==> config.mk <==
export PLATFORM = sky130hd
export DESIGN_NAME = logic_oracle_bridge
export DESIGN_NICKNAME = d
export VERILOG_FILES = /design/src/rtl/logic_oracle_bridge.sv
export SDC_FILE = /design/constraint.sdc
export NUM_CORES = 1
export LEC_CHECK = 0
export CAP_MARGIN = 25
export CELL_PAD_IN_SITES_DETAIL_PLACEMENT = 1
export CELL_PAD_IN_SITES_GLOBAL_PLACEMENT = 1
export CORE_MARGIN = 5
export CORE_UTILIZATION = 33
export DETAILED_ROUTE_END_ITERATION = 7
export GPL_ROUTABILITY_DRIVEN = 1
export HOLD_SLACK_MARGIN = 0.12
export PLACE_DENSITY = 0.76
export SYNTH_ARGS = -nofsm -noshare
export SYNTH_HDL_FRONTEND = slang
export SYNTH_SLANG_ARGS = --single-unit
==> constraint.sdc <==
create_clock -name clk -period 2.72 [get_ports clk]
set_input_delay 0.408 -clock clk [delete_from_list [all_inputs] [get_ports clk]]
set_output_delay 0.408 -clock clk [all_outputs]
set_load 0.005 [all_outputs]
==> src/rtl/logic_oracle_bridge.sv <==
// logic_oracle_bridge
//   Connects the CPU's single-outstanding logic-engine port to an external host
//   oracle. Requests go out over a valid/ready channel. Tagged responses come
//   back with no backpressure. A response is accepted only if its tag matches
//   the current request tag, so late replies to earlier requests are dropped.
//   Also provides a sticky error flag and a count of completed requests.
//
// Optional feature (macro ORACLE_TIMEOUT_EN):
//   When the macro is defined, WAIT is bounded to TIMEOUT_CYCLES cycles. On
//   expiry the bridge completes with TIMEOUT_DATA and sets err_flag.
//
// Ports:
//   clk, rst_n      clock, asynchronous active-low reset
//   logic_req       CPU request, held high until logic_ack is seen
//   logic_addr      CPU query address, latched on acceptance
//   logic_ack       one-cycle completion pulse
//   logic_data      result, valid in the ack cycle and held afterwards
//   host_req_*      request channel to the host (valid/ready, addr, tag)
//   host_rsp_*      response channel from the host (valid, tag, data, err)
//   busy            high whenever the FSM is not idle
//   err_flag        sticky host-error / timeout indicator
//   req_count       completed requests, wraps modulo 2^32
module logic_oracle_bridge #(
  parameter int unsigned       DATA_W         = 32,
  parameter int unsigned       TAG_W          = 8,
  parameter int unsigned       TIMEOUT_CYCLES = 1024,
  parameter logic [DATA_W-1:0] TIMEOUT_DATA   = DATA_W'(32'hDEAD0001)
) (
  input  logic              clk,
  input  logic              rst_n,
  input  logic              logic_req,
  input  logic [DATA_W-1:0] logic_addr,
  output logic              logic_ack,
  output logic [DATA_W-1:0] logic_data,
  output logic              host_req_valid,
  input  logic              host_req_ready,
  output logic [DATA_W-1:0] host_req_addr,
  output logic [TAG_W-1:0]  host_req_tag,
  input  logic              host_rsp_valid,
  input  logic [TAG_W-1:0]  host_rsp_tag,
  input  logic [DATA_W-1:0] host_rsp_data,
  input  logic              host_rsp_err,
  output logic              busy,
  output logic              err_flag,
  output logic [31:0]       req_count
);

  typedef enum logic [2:0] {
    S_IDLE,
    S_ISSUE,
    S_WAIT,
    S_ACK,
    S_DRAIN
  } state_t;

  state_t state, state_nxt;
  logic   rsp_hit;
  logic   timeout_hit;

  // Only WAIT accepts responses. Anything arriving in ISSUE, including the
  // cycle in which the request handshake completes, is ignored.
  assign rsp_hit = (state == S_WAIT) && host_rsp_valid && (host_rsp_tag == host_req_tag);

`ifdef ORACLE_TIMEOUT_EN
  localparam int unsigned CNT_W = $clog2(TIMEOUT_CYCLES + 1);
  logic [CNT_W-1:0] wait_cnt;

  // Counts the WAIT cycles already spent. It is held at zero outside WAIT,
  // so it restarts on every entry into WAIT.
  always_ff @(posedge clk or negedge rst_n) begin
    if (!rst_n) begin
      wait_cnt <= '0;
    end else if (state != S_WAIT) begin
      wait_cnt <= '0;
    end else begin
      wait_cnt <= wait_cnt + 1'b1;
    end
  end

  // A matching response in the final cycle takes priority over the timeout.
  assign timeout_hit = (state == S_WAIT) && !rsp_hit &&
                       (wait_cnt == CNT_W'(TIMEOUT_CYCLES - 1));
`else
  logic unused_timeout_cfg;
  assign unused_timeout_cfg = ^TIMEOUT_CYCLES;
  assign timeout_hit        = 1'b0;
`endif

  always_ff @(posedge clk or negedge rst_n) begin
    if (!rst_n) begin
      state <= S_IDLE;
    end else begin
      state <= state_nxt;
    end
  end

  always_comb begin
    state_nxt      = state;
    host_req_valid = 1'b0;
    logic_ack      = 1'b0;
    busy           = 1'b1;
    case (state)
      S_IDLE: begin
        busy = 1'b0;
        if (logic_req) state_nxt = S_ISSUE;
      end
      S_ISSUE: begin
        host_req_valid = 1'b1;
        if (host_req_ready) state_nxt = S_WAIT;
      end
      S_WAIT: begin
        if (rsp_hit || timeout_hit) state_nxt = S_ACK;
      end
      S_ACK: begin
        logic_ack = 1'b1;
        state_nxt = S_DRAIN;
      end
      S_DRAIN: begin
        // Stay here until the CPU drops its request, so that a request
        // held high after completion is not served a second time.
        if (!logic_req) state_nxt = S_IDLE;
      end
      default: state_nxt = S_IDLE;
    endcase
  end

  always_ff @(posedge clk or negedge rst_n) begin
    if (!rst_n) begin
      host_req_addr <= '0;
      host_req_tag  <= '0;
      logic_data    <= '0;
      err_flag      <= 1'b0;
      req_count     <= '0;
    end else begin
      if ((state == S_IDLE) && logic_req) begin
        host_req_addr <= logic_addr;
      end
      if (rsp_hit) begin
        logic_data <= host_rsp_data;
        err_flag   <= err_flag | host_rsp_err;
      end else if (timeout_hit) begin
        logic_data <= TIMEOUT_DATA;
        err_flag   <= 1'b1;
      end
      // The tag advances even after a timeout, so a late reply to the
      // abandoned request no longer matches and is dropped as stale.
      if (state == S_ACK) begin
        req_count    <= req_count + 32'd1;
        host_req_tag <= host_req_tag + 1'b1;
      end
    end
  end

endmodule
==> results of run 1 <==
-- state kept, by name (all words and copies together) (netlist names) --
register and count:
state 3, err_flag 1, req_count 32, host_req_tag 8
host_req_addr 32, logic_data 32
-- per-layer routing --
metal  up-vias  wire, um
met2       107      6110
met4         0       152
li1       1508         -
met3        11       766
met1      1651      5190
met5         -         0
-- power breakdown --
| part | total, W | internal [W] | switching (W) |
|---|---|---|---|
| combinational | 0.00159 | 0.00108 | 0.000505 |
| sequential | 0.00223 | 0.00195 | 0.000285 |
| clock | 0.00129 | 0.000711 | 0.000575 |
| total | 0.00510 | 0.00374 | 0.00136 |
-- worst max-delay path by stage --
stage	from	end	slack, ns	cells past startpoint
final	state[0]	logic_ack	0.31	2
after global routing	state[0]	logic_ack	0.17	2
after CTS	state[0]	logic_ack	0.28	2
after detailed placement	host_rsp_tag[5]	logic_data[8]	0.41	6
after global placement	host_rsp_tag[5]	logic_data[11]	0.46	6
after floorplan	state[0]	logic_data[10]	0.83	6
-- stage by stage --
stage	area, sq um	setup WS (ns)	instances	util	power (W)
after floorplan	4490	0.826	323	-	0.00285
after global placement	6580	0.457	678	0.495	0.00382
after detailed placement	6580	0.409	678	0.495	0.00388
after CTS	6870	0.276	695	0.517	0.00520
after global routing	6870	0.173	695	0.517	0.00541
final	6870	0.311	695	0.517	0.00510
-- cells in the final DEF (no fill, tap or decap), types with 2 or more instances in the layout --
cell type,synthesis,routed
clkbuf_1,3,2
nand4_1,13,13
nand3_1,11,11
nor4_4,2,2
and3_1,5,5
and2_1,4,4
xnor2_1,34,34
ha_1,2,2
clkinv_2,0,3
nand2b_1,2,2
nor3_1,8,7
nand2_1,16,16
buf_12,0,2
mux2_2,66,66
dfrtp_1,108,108
nor2_1,5,5
nor3_2,1,2
clkbuf_16,0,9
buf_4,0,4
nand4b_1,2,2
clkdlybuf4s50_1,0,184
xor2_1,12,12
and4_1,3,3
inv_1,3,3
-- timing repair --
action | CTS | global route
hold buffers | 1 | 0
endpoints found under the setup margin | 0 | 0
hold endpoints to repair | 12 | 0
-- cell families after synthesis --
logic type | Yosys count | share of synthesized area
AOI/OAI and AO/OA | 4 | 0.00669
adders and majority gates | 2 | 0.00557
and+or+nand+nor | 82 | 0.114
buffers and inverters | 14 | 0.0139
muxes | 67 | 0.168
xor gates and xnor gates | 46 | 0.0897
DFF | 108 | 0.602
-- area by class of cell --
class,instances,area (sq um),share of cell area
sequential,108,2700,0.393
tap,176,220,0.0321
clock buffer,11,233,0.0339
timing repair buffer,191,1920,0.280
inverter,3,11.3,0.00164
clock inverter,5,52.6,0.00765
multi-input combinational,201,1730,0.252
==> flow_metrics.py, run 1 <==
metrics = {
    "timing": {
        "max_freq_ghz": 0.415,
        "maxSlewViolCount": 0,
        "period_needed_ns": 2.41,
        "fin_crit_sh": 0.886,
        "holdWs_ns": 0.472,
        "hold_viol_final": 0,
        "tightestPinTransition_ns": 0.804,
        "finalSetupTns_ns": 0,
        "fin_worst_skew_ns": 0.00707,
        "rsz0062_at_grt": "no",
        "max_slew_margin": 0.457,
        "setup_viol": 0,
    },
    "setup_path": {
        "crit_chain": "and3b_1 -> clkdlybuf4s50_1",
        "rr_worst_depth": 4,
        "r2r_start": "state[0]",
        "cp-end-kind": "output pin",
        "r2r_end": "host_req_tag[7]",
        "crit_slowest_cell": "clkdlybuf4s50_1",
        "cp.arrival_ns": 2.00,
        "critPathKind": "flop to output pin",
        "crit_family": "buffers and inverters",
        "critPathMaxFanout": 11,
        "regToRegSetupSlack_ns": 0.66,
        "slowest_delay_ns": 0.59,
        "required_ns": 2.31,
        "critPathBufInv": 1,
        "worstSetupStartpointType": "flop",
    },
    "detailed_routing": {
        "drtPass1Iterations": 4,
        "wirelength_um": 12200,
        "first_iter_violations": 91,
        "via_per_inst": 4.72,
        "route.detailed.drc": 0,
        "vias": 3277,
        "antenna_left": 0,
        "wl_per_cell_um": 17.6,
    },
    "clocking": {
        "cts_resized": 0,
        "cts_made_buffers": 9,
        "cts_tree": "yes",
        "h-tree-depth": 3,
        "cts_sinks": 108,
        "clk_latency_ns": 0.34,
        "clock_tree.root_cell": "clkbuf_16",
        "cts_setup_buffers": 0,
        "clk_path_buf_depth": 2,
        "cts.clk_slew.worst_paths_ns": 0.07,
    },
    "logic_synthesis": {
        "yosysTopAreaCellShare": 0.602,
        "ys_ff_latch": 108,
        "synth_top_cells_by_count": "dfrtp_1 (108), mux2_2 (66), xnor2_1 (34)",
        "yosys.area.top_type": "dfrtp_1",
        "synth_fp_nets": 403,
        "synth_edf_count": 0,
        "ys_warn_count": 0,
        "syn_inst": 323,
        "synthTopCellsByArea": "dfrtp_1 (60%), mux2_2 (17%), xnor2_1 (6.6%)",
        "async_flop_share": 1.00,
        "ys_seq_area_frac": 0.602,
        "avgSynthCellArea_sq_um": 13.9,
        "synth.most_common_cell": "dfrtp_1",
        "syn_area_sq_um": 4490,
        "ys_types": 35,
        "synthFlopType": "dfrtp_1",
    },
    "global_routing": {
        "grt_pass1_vias": 3565,
        "antenna_found_initial": 0,
        "grt_max_degree": 52,
        "grt_pass1_wl_um": 19700,
        "track_usage": 0.154,
        "grt.met1_usage": 0.194,
        "use_met3": 0.0383,
        "grt-ovfl-total": 0,
        "busiest_layer": "met2",
        "grt_util_met2": 0.261,
    },
    "pwr": {
        "ir_worst_vdd_mv": 0.433,
        "p_per_area_nw_per_um2": 743,
        "power_leakage_nw": 2.96,
    },
    "floorplanning": {
        "ios": 186,
        "dieHeight_um": 127,
        "core-area_sq_um": 13300,
        "die_area_sq_um": 16000,
        "start_util": 0.338,
        "die_w_um": 127,
        "fp-row-count": 42,
    },
    "layout": {
        "fillers": 1372,
        "final_nets": 594,
        "n_antenna_cell": 0,
        "area_growth_pct": 53.0,
        "drive_gt1_frac": 0.181,
    },
    "min_path": {
        "hold_depth": 1,
        "min_delay_worst_endpoint": "req_count[31]",
        "hp-start": "req_count[31]",
        "hp-class": "flop to flop",
    },
    "place": {
        "dp_hpwl_um": 9370,
        "portBuffers": 185,
        "gp_congestion": 0.769,
    },
    "outcome": {
        "outcome": "complete, no violations",
    },
    "run": {
        "cap_violations": 0,
    },
}
Note: power is estimated with default switching activity, not from simulation.
==> run 2: changes to the inputs <==
Settings changed: HOLD_SLACK_MARGIN 0.12 to unset, TNS_END_PERCENT set to 100.
==> run 2 against run 1 <==
- global-route usage is essentially flat
- register-to-register slack about the same
- final area is 0.15% lower
- combinational power hardly changed
- largest cell class unchanged
- clock-buffer cell count unchanged
- first-iteration DRC count fell by 14%
==> flow_metrics.py, run 2 (same netlist as run 1, synthesis figures left out) <==
metrics = {
    "pwr": {
        "p_per_area_nw_per_um2": 743,
        "power_leakage_nw": 2.96,
        "ir_worst_vdd_mv": 0.436,
    },
    "setup_path": {
        "required_ns": 2.31,
        "critPathBufInv": 1,
        "crit_family": "buffers and inverters",
        "cp-end-kind": "output pin",
        "critPathMaxFanout": 11,
        "worstSetupStartpointType": "flop",
        "crit_slowest_cell": "clkdlybuf4s50_1",
        "slowest_delay_ns": 0.59,
        "critPathKind": "flop to output pin",
        "crit_chain": "and3b_1 -> clkdlybuf4s50_1",
        "cp.arrival_ns": 2.00,
    },
    "timing": {
        "finalSetupTns_ns": 0,
        "tightestPinTransition_ns": 0.804,
        "fin_worst_skew_ns": 0.00716,
        "setup_viol": 0,
        "hold_viol_final": 0,
        "period_needed_ns": 2.41,
        "maxSlewViolCount": 0,
        "fin_crit_sh": 0.886,
        "max_freq_ghz": 0.415,
        "rsz0062_at_grt": "no",
        "max_slew_margin": 0.457,
    },
    "floorplanning": {
        "ios": 186,
        "fp-row-count": 42,
        "core-area_sq_um": 13300,
        "die_area_sq_um": 16000,
        "die_w_um": 127,
        "start_util": 0.338,
        "dieHeight_um": 127,
    },
    "layout": {
        "final_common_cell": "clkdlybuf4s50_1",
        "reg_top3": "host_req_addr: 32 flops, logic_data: 32 flops, req_count: 32 flops",
        "final_nets": 593,
        "layout_common_cells": "clkdlybuf4s50_1 (184), dfrtp_1 (108), mux2_2 (66)",
        "n_antenna_cell": 0,
        "drive_gt1_frac": 0.181,
        "area_growth_pct": 52.8,
        "fin_area_sq_um": 6860,
    },
    "clocking": {
        "clk_latency_ns": 0.34,
        "clk_path_buf_depth": 2,
        "cts.clk_slew.worst_paths_ns": 0.07,
        "clock_tree.root_cell": "clkbuf_16",
        "cts_resized": 0,
        "h-tree-depth": 3,
        "cts_made_buffers": 9,
        "ctsHoldBuffers": 0,
        "cts_tree": "yes",
        "cts_sinks": 108,
        "cts_setup_buffers": 0,
    },
    "detailed_routing": {
        "antenna_left": 0,
        "first_iter_violations": 78,
        "drtPass1Iterations": 4,
        "vias": 3265,
        "via_per_inst": 4.70,
        "route.detailed.drc": 0,
        "wirelength_um": 12200,
        "wl_per_cell_um": 17.6,
    },
    "outcome": {
        "outcome": "complete, no violations",
    },
    "global_routing": {
        "grt_pass1_vias": 3562,
        "antenna_found_initial": 0,
        "track_usage": 0.154,
        "grt_max_degree": 52,
        "grt_pass1_wl_um": 19700,
        "grt-ovfl-total": 0,
    },
    "place": {
        "dpl-instance-area_sq_um": 6580,
        "gp_congestion": 0.769,
        "portBuffers": 185,
        "dp_hpwl_um": 9370,
    },
    "run": {
        "cap_violations": 0,
    },
    "min_path": {
        "hp-class": "primary input to asynchronous set/reset pin",
    },
}
==> run 2: changes by cell type in the layout (fill, tap and decap cells not counted) <==
| cell | previous run | this run |
|---|---|---|
| dlygate4sd3_1 | 1 | 0 |
==> run 2: per-stage QoR <==
step	instances	hold WS (ns)	util	setup slack, ns	total power, W
finish	694	0.0937	0.516	0.310	0.00510
CTS	694	0.111	0.516	0.276	0.00520
detailed placement	678	0.460	0.495	0.409	0.00388
global placement	678	0.443	0.495	0.457	0.00382
global route	694	0.151	0.516	0.173	0.00541
floorplan	323	0.112	-	0.826	0.00285
==> run 2: per-layer routing <==
layer | GRT usage | share of wire
met1 | 0.194 | 0.43
met2 | 0.260 | 0.50
met3 | 0.0383 | 0.063
met4 | 0.0511 | 0.012
met5 | 0 | 0
==> run 2: area by class of cell <==
class	instances	area [sq um]
multi-input cells	201	1730
fillers	1370	6430
inverters	3	11.3
clock buffers	11	233
clock inverters	5	52.6
well taps	176	220
flip-flops and latches	108	2700
repair buffers	190	1910
==> run 2: worst register-to-register path: stages (launching register included) <==
cell and delay, ns:
dfrtp_1 0.57, and3b_1 0.51, and3_1 0.28, or3b_2 0.47, xnor2_1 0.14
==> run 2: power by group <==
group | total (W) | internal (W) | leakage [nW] | switching [W]
Combinational | 0.00158 | 0.00108 | 1.39 | 0.000503
Clock | 0.00129 | 0.000711 | 0.139 | 0.000575
Sequential | 0.00223 | 0.00195 | 1.42 | 0.000284
Total | 0.00510 | 0.00374 | 2.96 | 0.00136
==> run 2: final timing paths <==
kind                       slack, ns                end  cells after the start     startpoint
min in group clk                0.47      req_count[31]                      1  req_count[31]
max in group asynchronous       1.91  host_req_addr[24]                      2          rst_n
max                             0.31          logic_ack                      2       state[0]
min reg2reg                     0.47      req_count[31]                      1  req_count[31]
min                             0.09  host_req_addr[29]                      1          rst_n
max reg2reg                     0.66    host_req_tag[7]                      4       state[0]
==> run 3: changes to the inputs <==
Settings changed: CORE_UTILIZATION 33 to 34, CTS_BUF_LIST set to sky130_fd_sc_hd__clkbuf_8, PLACE_DENSITY 0.76 to 0.78.
Clock period 2.72 ns to 2.73 ns, I/O delays scaled along.
==> run 3 against run 2 <==
- sequential cell count is the same
- register-to-register slack is essentially flat
- non-clock buffer count shrank 1
- clock skew grew 0.0020 ns
- critical path depth is the same
==> flow_metrics.py, run 3 (same netlist as run 1, synthesis figures left out) <==
metrics = {
    "setup_path": {
        "crit_chain": "and3b_1 -> clkdlybuf4s50_1",
        "required_ns": 2.32,
        "slowest_delay_ns": 0.59,
        "critPathKind": "flop to output pin",
        "critPathBufInv": 1,
        "cp.arrival_ns": 2.04,
        "crit_slowest_cell": "clkdlybuf4s50_1",
        "crit_family": "buffers and inverters",
        "critPathMaxFanout": 11,
        "cp-end-kind": "output pin",
        "worstSetupStartpointType": "flop",
    },
    "pwr": {
        "power_leakage_nw": 2.90,
        "total_power_w": 0.00467,
        "sw_frac_of_total": 0.285,
        "p_switching_w": 0.00133,
        "p_per_area_nw_per_um2": 694,
        "pwr-share-clk": 0.188,
        "internal-power_w": 0.00334,
        "pwr-share-comb": 0.335,
        "seqPwrFrac": 0.476,
        "ir_worst_vdd_mv": 0.358,
    },
    "layout": {
        "reg_top3": "host_req_addr: 32 flops, logic_data: 32 flops, req_count: 32 flops",
        "area_growth_pct": 50.0,
        "n_antenna_cell": 0,
        "final_nets": 592,
        "drive_gt1_frac": 0.182,
        "final_common_cell": "clkdlybuf4s50_1",
        "layout_common_cells": "clkdlybuf4s50_1 (184), dfrtp_1 (108), mux2_2 (66)",
        "final_cell_count_no_fill": 693,
    },
    "detailed_routing": {
        "antenna_left": 0,
        "wirelength_um": 12500,
        "route.detailed.drc": 0,
        "wl_per_cell_um": 18.1,
        "drtPass1Iterations": 4,
        "first_iter_violations": 184,
        "via_per_inst": 4.77,
        "vias": 3309,
    },
    "floorplanning": {
        "dieHeight_um": 125,
        "die_area_sq_um": 15600,
        "start_util": 0.343,
        "fp-row-count": 42,
        "die_w_um": 125,
        "ios": 186,
        "core-area_sq_um": 13100,
    },
    "global_routing": {
        "track_usage": 0.163,
        "grt_max_degree": 56,
        "grt-ovfl-total": 0,
        "grt_pass1_vias": 3670,
        "grt_pass1_wl_um": 20400,
        "antenna_found_initial": 0,
    },
    "clocking": {
        "cts_setup_buffers": 0,
        "clk_latency_ns": 0.37,
        "cts_tree": "yes",
        "cts_sinks": 108,
        "cts_resized": 0,
        "clk_path_buf_depth": 2,
        "cts_made_buffers": 9,
        "h-tree-depth": 3,
        "cts.clk_slew.worst_paths_ns": 0.11,
        "clock_tree.root_cell": "clkbuf_8",
        "ctsHoldBuffers": 0,
    },
    "timing": {
        "period_needed_ns": 2.45,
        "worst_slack_ns": 0.279,
        "finalSetupTns_ns": 0,
        "holdWs_ns": 0.0612,
        "fin_crit_sh": 0.898,
        "setup_viol": 0,
        "maxSlewViolCount": 0,
        "max_freq_ghz": 0.408,
        "tightestPinTransition_ns": 0.813,
        "max_slew_margin": 0.450,
        "fin_worst_skew_ns": 0.00918,
        "hold_viol_final": 0,
        "rsz0062_at_grt": "no",
    },
    "outcome": {
        "outcome": "complete, no violations",
    },
    "place": {
        "gp_congestion": 0.769,
        "dp_cells": 677,
        "portBuffers": 185,
        "dp_hpwl_um": 9760,
        "place_ws_ns": 0.441,
    },
    "run": {
        "cap_violations": 0,
    },
    "min_path": {
        "hp-class": "primary input to asynchronous set/reset pin",
    },
}
[run 3: final timing paths]
kind / slack, ns / depth (start not counted) / startpoint / end
setup / recovery: 0.28 / 2 / state[0] / logic_ack
hold / removal: 0.06 / 1 / rst_n / logic_data[14]
setup reg to reg: 0.67 / 4 / state[0] / host_req_tag[7]
hold reg to reg: 0.49 / 1 / req_count[31] / req_count[31]
max in group asynchronous: 1.91 / 2 / rst_n / host_req_addr[19]
min in group clk: 0.49 / 1 / req_count[31] / req_count[31]
[run 3: final cells by class]
cell class,count,area (sq um)
Clock inverter,7,43.8
Timing Repair Buffer,189,1900
Clock buffer,9,124
Sequential cell,108,2700
Tap cell,176,220
Fill cell,1327,6350
Multi-Input combinational cell,201,1730
Inverter,3,11.3
[run 3: through the flow]
stage / utilization / instance area [sq um]
global route: 0.515 / 6740
detailed placement: 0.502 / 6570
floorplan: - / 4490
CTS: 0.515 / 6740
finish: 0.515 / 6740
global placement: 0.502 / 6570
[run 3: layer usage]
metal,part of all wire,vias up,global-route usage
li1,-,1503,-
met1,0.42,1672,0.200
met2,0.51,116,0.277
met3,0.052,18,0.0373
met4,0.022,0,0.0670
met5,0,-,0
[run 3: power groups by stage]
stage	logic, W	clock network [W]	registers [W]
after floorplan	0.000631	0	0.00221
after global placement	0.00156	0	0.00224
after detailed placement	0.00160	0	0.00226
after CTS	0.00160	0.000921	0.00223
after global routing	0.00170	0.000989	0.00229
final	0.00157	0.000881	0.00223
